$ cat src/rtl/theia_core.sv
// Theia control core: runs a preloaded instruction RAM and moves main-memory words into per-core data RAMs.
// Defining THEIA_CORE_STATUS_EN adds the oPC and oHalted status outputs.

module theia_core_iram #(
    parameter int unsigned DEPTH = 64,
    parameter int unsigned AW    = 6
) (
    input  logic          clk_i,
    input  logic [AW-1:0] addr_i,
    output logic [31:0]   rdata_o
);
    // Read-only at run time; contents arrive by hierarchical preload.
    logic [31:0] Ram [DEPTH];

    always_ff @(posedge clk_i) rdata_o <= Ram[addr_i];
endmodule

module theia_core #(
    parameter int unsigned NUM_CORES  = 4,
    parameter int unsigned IRAM_DEPTH = 64,
    parameter int unsigned CRAM_DEPTH = 64
) (
    input  logic        Clock,
    input  logic        Reset,
    input  logic        iEnable,
    input  logic [31:0] iMemReadData,
    input  logic        iMemDataAvailable,
    output logic        oMEM_ReadRequest,
    output logic [31:0] oMemReadAddress
`ifdef THEIA_CORE_STATUS_EN
  , output logic [5:0]  oPC,
    output logic        oHalted
`endif
);
    localparam int unsigned PC_W  = 6;
    localparam int unsigned MA_W  = 14;
    localparam int unsigned LEN_W = 6;
    localparam int unsigned OFF_W = $clog2(CRAM_DEPTH);

    typedef enum logic [2:0] {FETCH, EXEC, REQ, WAIT, HALT} state_e;

    state_e            state_q, state_d;
    logic [PC_W-1:0]   pc_q, pc_d;
    logic [LEN_W-1:0]  cnt_q, cnt_d;
    logic [LEN_W-1:0]  len_q, len_d;     // words to move minus one
    logic [LEN_W-1:0]  dst_q, dst_d;
    logic [MA_W-1:0]   src_q, src_d;
    logic [1:0]        core_q, core_d;
    logic              req_q, req_d;
    logic [MA_W-1:0]   addr_q, addr_d;
    logic [31:0]       instr;
    logic              wr_en_c;
    logic [OFF_W-1:0]  wr_off;

    logic [31:0] core_ram [NUM_CORES][CRAM_DEPTH];

    theia_core_iram #(
        .DEPTH (IRAM_DEPTH),
        .AW    (PC_W)
    ) InstructionRam (
        .clk_i   (Clock),
        .addr_i  (pc_q),
        .rdata_o (instr)
    );

    always_ff @(posedge Clock or posedge Reset) begin
        if (Reset) begin
            state_q <= FETCH;
            pc_q    <= '0;
            cnt_q   <= '0;
            len_q   <= '0;
            dst_q   <= '0;
            src_q   <= '0;
            core_q  <= '0;
            req_q   <= 1'b0;
            addr_q  <= '0;
        end else begin
            state_q <= state_d;
            pc_q    <= pc_d;
            cnt_q   <= cnt_d;
            len_q   <= len_d;
            dst_q   <= dst_d;
            src_q   <= src_d;
            core_q  <= core_d;
            req_q   <= req_d;
            addr_q  <= addr_d;
        end
    end

    always_comb begin
        state_d = state_q;
        pc_d    = pc_q;
        cnt_d   = cnt_q;
        len_d   = len_q;
        dst_d   = dst_q;
        src_d   = src_q;
        core_d  = core_q;
        req_d   = 1'b0;
        addr_d  = addr_q;
        wr_en_c = 1'b0;
        case (state_q)
            FETCH: if (iEnable) state_d = EXEC;
            EXEC: begin
                case (instr[31:28])
                    4'h1: begin
                        core_d  = instr[27:26];
                        dst_d   = instr[25:20];
                        len_d   = instr[19:14];
                        src_d   = instr[13:0];
                        cnt_d   = '0;
                        req_d   = 1'b1;
                        addr_d  = instr[13:0];
                        state_d = REQ;
                    end
                    4'h2: begin
                        pc_d    = instr[5:0];
                        state_d = FETCH;
                    end
                    4'hF: state_d = HALT;
                    default: begin
                        pc_d    = pc_q + PC_W'(1);
                        state_d = FETCH;
                    end
                endcase
            end
            REQ: state_d = WAIT;
            WAIT: begin
                // Address stays in addr_q until the word is taken here.
                if (iMemDataAvailable) begin
                    wr_en_c = 1'b1;
                    if (cnt_q == len_q) begin
                        pc_d    = pc_q + PC_W'(1);
                        state_d = FETCH;
                    end else begin
                        cnt_d   = cnt_q + LEN_W'(1);
                        req_d   = 1'b1;
                        addr_d  = src_q + MA_W'(cnt_d);
                        state_d = REQ;
                    end
                end
            end
            HALT: state_d = HALT;
            default: state_d = FETCH;
        endcase
    end

    assign wr_off = OFF_W'((32'(dst_q) + 32'(cnt_q)) % CRAM_DEPTH);

    // Core index beyond NUM_CORES matches no RAM, so those words are dropped.
    always_ff @(posedge Clock) begin
        if (wr_en_c) begin
            for (int c = 0; c < NUM_CORES; c++) begin
                if (int'(core_q) == c) core_ram[c][wr_off] <= iMemReadData;
            end
        end
    end

    assign oMEM_ReadRequest = req_q;
    assign oMemReadAddress  = {(32 - MA_W)'(0), addr_q};

`ifdef THEIA_CORE_STATUS_EN
    logic halted_q;

    always_ff @(posedge Clock or posedge Reset) begin
        if (Reset) halted_q <= 1'b0;
        else       halted_q <= (state_d == HALT);
    end

    assign oPC     = pc_q;
    assign oHalted = halted_q;
`endif
endmodule

$ cat config.mk
export PLATFORM = sky130hd
export DESIGN_NAME = theia_core
export DESIGN_NICKNAME = d
export VERILOG_FILES = /design/src/rtl/theia_core.sv
export SDC_FILE = /design/constraint.sdc
export NUM_CORES = 1
export LEC_CHECK = 0
export CAP_MARGIN = 10
export CORE_MARGIN = 2
export CORE_UTILIZATION = 45
export CTS_BUF_LIST = sky130_fd_sc_hd__clkbuf_8 sky130_fd_sc_hd__clkbuf_16
export CTS_CLUSTER_SIZE = 8
export DETAILED_ROUTE_END_ITERATION = 8
export DONT_BUFFER_PORTS = 1
export GPL_TIMING_DRIVEN = 1
export PLACE_DENSITY = 0.64
export SYNTH_ARGS = -nofsm -noshare
export SYNTH_HDL_FRONTEND = slang
export SYNTH_SLANG_ARGS = --single-unit
$ cat constraint.sdc
create_clock -name Clock -period 2.4 [get_ports Clock]
set_clock_uncertainty 0.1 [all_clocks]
set_input_delay 0.48 -clock Clock [delete_from_list [all_inputs] [get_ports Clock]]
set_output_delay 0.48 -clock Clock [all_outputs]
set_load 0.005 [all_outputs]
=== Word-level counts from Yosys, hierarchy flattened ===
Cells that the tools add are included.

* Bitwise gates (word level): 0
* Add/sub/neg operators: 2
* Shift-type cells: 0
* Div/mod/pow operators: 0
* Eq/ne operators: 11
* Mux-type cells: 17
* Reduce and logical (&&, ||, !) cells: 5
* Order comparisons: 0
* Multiply operators: 0

{| class="wikitable"
|+ Operators by type and width
! kind !! number
|-
| two-way mux 14 bit || 3
|-
| one-hot mux 14 bit (2 select lines) || 1
|-
| two-way mux 6 bit || 3
|-
| one-hot mux 3 bit (5 select lines) || 1
|-
| adder 14 x 6 -> 14 bit || 1
|-
| one-hot mux 6 bit (2 select lines) || 1
|-
| != test 2 bit, second input constant || 4
|-
| adder 6 x 1 -> 6 bit, second input constant || 1
|-
| == test 3 x 2 -> 1 bit, second input constant || 2
|-
| == test 6 bit || 1
|-
| two-way mux 3 bit || 2
|-
| one-hot mux 3 bit (2 select lines) || 1
|-
| == test 4 x 1 -> 1 bit, second input constant || 1
|-
| == test 4 bit, second input constant || 1
|-
| AND reduction 2 bit || 2
|-
| AND reduction 4 bit || 1
|-
| == test 3 x 1 -> 1 bit, second input constant || 1
|-
| == test 3 bit, second input constant || 1
|-
| zero test 3 bit || 1
|-
| two-way mux 1 bit || 3
|-
| two-way mux 2 bit || 1
|-
| one-hot mux 1 bit (2 select lines) || 1
|-
| nonzero test 2 bit || 1
|}

* Register bits after elaboration: 76
* Output and inout bits: 33
* Memories kept: 0
* Latch bits: 0
* Word-level logic and storage cells: 42
* Memory bits (writable): 0
* Bits in read-only memories: 0
* Bits of input ports: 36

=== Longest topological paths before layout ===
* Depth in word-level cells: 5
* Mapped depth: 5

=== By module ===
A second synthesis with hierarchy kept.

* Cell total of the unflattened synthesis: 371
* Area total of the unflattened synthesis: 3220.6 µm²

{| class="wikitable"
|+ Modules (own cells, without submodules)
! module !! times used !! area each (µm²) !! seq. area each (µm²) !! cells each
|-
| theia_core || 1 || 2976.6 || 1251.2 || 338
|-
| theia_core_iram || 1 || 244.0 || 0.0 || 33
|}

=== Worst setup path before layout ===
OpenSTA, ideal clock, no wires.

* Path kind: flip-flop to flip-flop
* Start: reg cnt_q[0]
* End: reg addr_q[0]
* Stages on the path, launching flop included: 6
* Path buffers: 0
* Arrival: 1722 ps
* Period minus slack after synthesis: 1947 ps
* Slack: 453 ps
* Cell sequence: dfrtp_1 > inv_1 > ha_1 > or4b_4 > o21ai_4 > mux2_2

* Word-level cells in the longest chain between the ends: 5
* Elaborated cells on any way between the ends: 8
* Those cells by class: add/sub: 2; eq/ne: 2; mux: 3; reduce/logical: 1

{| class="wikitable"
|+ Ends and longest elaborated chain
! item !! line !! source
|-
| start: declaration || 44 || <nowiki>logic [LEN_W-1:0] cnt_q, cnt_d;</nowiki>
|-
| start signal: assignment || 80 || <nowiki>cnt_q <= cnt_d;</nowiki>
|-
| adder 6 x 1 -> 6 bit || 135 || <nowiki>cnt_d = cnt_q + LEN_W'(1);</nowiki>
|-
| adder 14 x 6 -> 14 bit || 137 || <nowiki>addr_d = src_q + MA_W'(cnt_d);</nowiki>
|-
| two-way mux 14 bit || 131 || <nowiki>if (cnt_q == len_q) begin</nowiki>
|-
| two-way mux 14 bit || 129 || <nowiki>if (iMemDataAvailable) begin</nowiki>
|-
| one-hot mux 14 bit (2 select lines) || 101 || <nowiki>case (state_q)</nowiki>
|-
| via addr_d[0] || 50 || <nowiki>logic [MA_W-1:0] addr_q, addr_d;</nowiki>
|-
| end signal: assignment || 86 || <nowiki>addr_q <= addr_d;</nowiki>
|-
| end: declaration || 50 ||
|}

The timed path passes the listed nets, and every way through them passes these cells. The select of a mux whose other input is x is not followed.
A chain may end at the register's enable or synchronous reset.

=== Worst setup path after layout ===
* Start: reg cnt_q[0]
* End: reg cnt_q[1]

* Word-level cells in the longest chain between the ends: 4
* Elaborated cells on any way between the ends: 7
* Those cells by class: add/sub: 1; eq/ne: 2; mux: 3; reduce/logical: 1

{| class="wikitable"
|+ Ends and longest elaborated chain
! item !! line
|-
| adder 6 x 1 -> 6 bit || 135
|-
| two-way mux 6 bit || 131
|-
| two-way mux 6 bit || 129
|-
| one-hot mux 6 bit (2 select lines) || 101
|}

Several ways; a longest one is shown, not always the timed one. The select of a mux whose other input is x is not followed.

==> results.py <==
metrics = {
    "status": {
        "outcome": "completed",
    },
    "floorplanning": {
        "io_pins": 69,
        "die_area_um2": 2550,
        "fp.dieW_um": 50.5,
        "start_util_pct": 48.6,
        "core-area_um2": 2000,
        "die_y_um": 50.5,
        "num_rows": 16,
    },
    "routing": {
        "wl_met3_um": 109,
        "postRouteAntennaNets": 0,
        "topRoutingLayerUsed": "met3",
        "routed_wirelength_um": 1350,
        "drtIter0Drc": 5,
        "met2_length_um": 645,
        "post_drt_wl_per_cell_um": 11.3,
        "via_per_inst": 4.47,
        "drtPass1Iterations": 2,
        "vias": 532,
        "met1_length_um": 592,
        "drc": 0,
    },
    "sta": {
        "period_needed_ns": 2.12,
        "slew_viol_final": 0,
        "setup_tns_ns": 0,
        "hold_viol": 0,
        "setup_slack_ns": 0.279,
        "rsz0062_at_grt": "false",
        "fmax_mhz": 471,
        "max-slew-margin-rel_pct": 60.2,
        "setup_viol": 0,
        "timing.final.crit_share_pct": 88.4,
        "worstMarginPinSlew_ns": 0.596,
    },
    "placement": {
        "numPortBuffers": 0,
        "place_congestion": 0.753,
        "place_inst": 115,
        "hpwlAfterDp_um": 996,
        "place_area_um2": 891,
        "place_ws_ns": 0.263,
    },
    "clock_network": {
        "worstSkewPairLatency_ns": 0.25,
        "cts_buffers": 3,
        "cts_tree": "built",
        "hold_buffers": 0,
        "post-cts-setup-buffers": 0,
        "htree_levels": 1,
        "clock_sinks": 16,
        "cts_max_path_buffers": 2,
        "cts_resized": 0,
        "clkTransAtPathRegs_ns": 0.06,
        "cts-root-buf": "clkbuf_8",
    },
    "logic_synthesis": {
        "ys_seq_area_share_pct": 41.1,
        "synth_warnings": 0,
        "synth_cells": 91,
        "yosysMostFrequentCell": "buf_4",
        "yosys-top-cells-area": "dfrtp_1 41%, buf_4 20%, mux2_2 6.9%",
        "synth.top_cell.area_share_pct": 41.1,
        "syn_avg_cell_area_um2": 10.7,
        "ys_ff_latch": 16,
        "ys_types": 30,
        "synthFlopType": "dfrtp_1",
        "syn_area_um2": 973,
        "yosys.area.top_type": "dfrtp_1",
        "synth_commonest_cells": "26 x buf_4, 16 x dfrtp_1, 6 x inv_1, 6 x mux2_2, 4 x xnor2_1",
        "synth_edf_count": 0,
        "synthArstFlopShare_pct": 100,
    },
    "cells_and_area": {
        "n_antenna_cell": 0,
        "multi_input_area_um2": 434,
        "nets": 131,
        "final-seq-area_um2": 400,
        "fill_cells": 199,
        "fin_area_um2": 946,
        "fin_cells": 119,
        "syn_to_final_growth_pct": -2.83,
        "drive_gt1_share_pct": 14.1,
    },
    "global_routing": {
        "first_global_vias": 538,
        "antenna_found_initial": 0,
        "grt_max_degree": 17,
        "grt_overflow_total": 0,
        "grt.total_usage_pct": 12.2,
        "grt_first_pass_wirelength_um": 2300,
    },
    "critical_path": {
        "crit_slowest_cell": "or4b_4",
        "required_ns": 2.43,
        "crit_path_end_kind": "register",
        "worstPathCellList": "inv_1, ha_1, or4b_4, o21ai_4, mux2_2",
        "worstPathMaxFanout": 9,
        "startpoint_type": "register",
        "path_class": "register to register",
        "worstPathArrival_ns": 2.15,
        "max_stage_delay_ns": 0.49,
    },
    "flow_run": {
        "maxCapViolCount": 0,
    },
    "power_and_ir_drop": {
        "peakVddDrop_v": 0.000354,
        "leakage_nw": 0.514,
        "pwr_density_cell_nw_per_um2": 556,
        "finalPower_mw": 0.526,
    },
    "worst_hold_path": {
        "hold_path.class": "input pin to asynchronous set/reset pin",
    },
}
critical path: cells and delay by family, from the launching register on:
kind                     cells  cell delay [ns]
buffers and inverters        1             0.12
AO/OA/AOI/OAI                1             0.32
adder cells (fa/ha/maj)      1             0.14
AND/OR/NAND/NOR              1             0.49
flip-flops                   1             0.44
multiplexers                 1             0.38
worst paths after layout:
check                                       start                     end  slack (ns)  cells after the start
setup / recovery             cnt_q[0]$_DFFE_PP0P_    cnt_q[1]$_DFFE_PP0P_        0.28                      5
hold / removal                              Reset  state_q[0]$_DFFE_PP0P_        0.08                      1
setup reg to reg             cnt_q[0]$_DFFE_PP0P_    cnt_q[1]$_DFFE_PP0P_        0.28                      5
hold reg to reg            state_q[2]$_DFFE_PP0P_  state_q[0]$_DFFE_PP0P_        0.38                      1
max in group asynchronous                   Reset    cnt_q[1]$_DFFE_PP0P_        1.73                      1
min in group Clock         state_q[2]$_DFFE_PP0P_  state_q[0]$_DFFE_PP0P_        0.38                      1
state kept, by name, indices dropped and copies added (netlist names):
register / cells
oMEM_ReadRequest: 1
cnt_q: 6
addr_q: 6
state_q: 3
metrics by stage:
step,utilization [%],hold slack [ns]
after floorplan,-,0.294
after global routing,47.3,0.128
after global placement,44.5,0.354
final,47.3,0.0784
after detailed placement,44.5,0.373
after CTS,47.3,0.0968
report_power, final:
part,switching (mW),internal [mW]
sequential,0.00132,0.271
clock,0.0907,0.146
combinational,0.0162,0.00146
total,0.108,0.418
layer usage:
metal  GRT usage (%)  vias to the layer above
li1                -                      251
met1            14.9                      260
met2            18.9                       21
met3            5.95                        0
met4            4.05                        0
met5               0                        -
cells in the final DEF, fill, tap and decap left out, drive strengths merged:
master   n
clkbuf   4
nor4     1
xnor2    4
and3b    1
or4b     1
and4b    1
a21oi    1
nand2    1
nand4b   1
inv      6
nor2b    1
mux2     6
nor3     1
conb    26
a21bo    1
nor3b    2
a22oi    1
xor2     3
o211a    1
o21ai    3
nor2     2
o211ai   1
nand4    1
mux2i    1
nand3    3
dfrtp   16
ha       2
kinds of logic (layout without fill, tap and decap cells):
group	Yosys count	in the layout	share of synthesized area [%]
buffers and inverters	34	10	23.9
DFF	16	16	41.1
and+or+nand+nor	16	16	10.9
AOI/OAI and AO/OA	8	8	6.81
xor gates and xnor gates	7	7	6.30
muxes	7	7	7.97
adders and majority gates	2	2	2.57
other	1	26	0.385
cell type report:
| type | count | area share [%] |
|---|---|---|
| tap | 27 | 3.57 |
| sequential | 16 | 42.3 |
| inverter | 6 | 2.38 |
| multi-input combinational | 66 | 45.9 |
| clock buffer | 4 | 5.82 |
(Power assumes the default switching activity.)
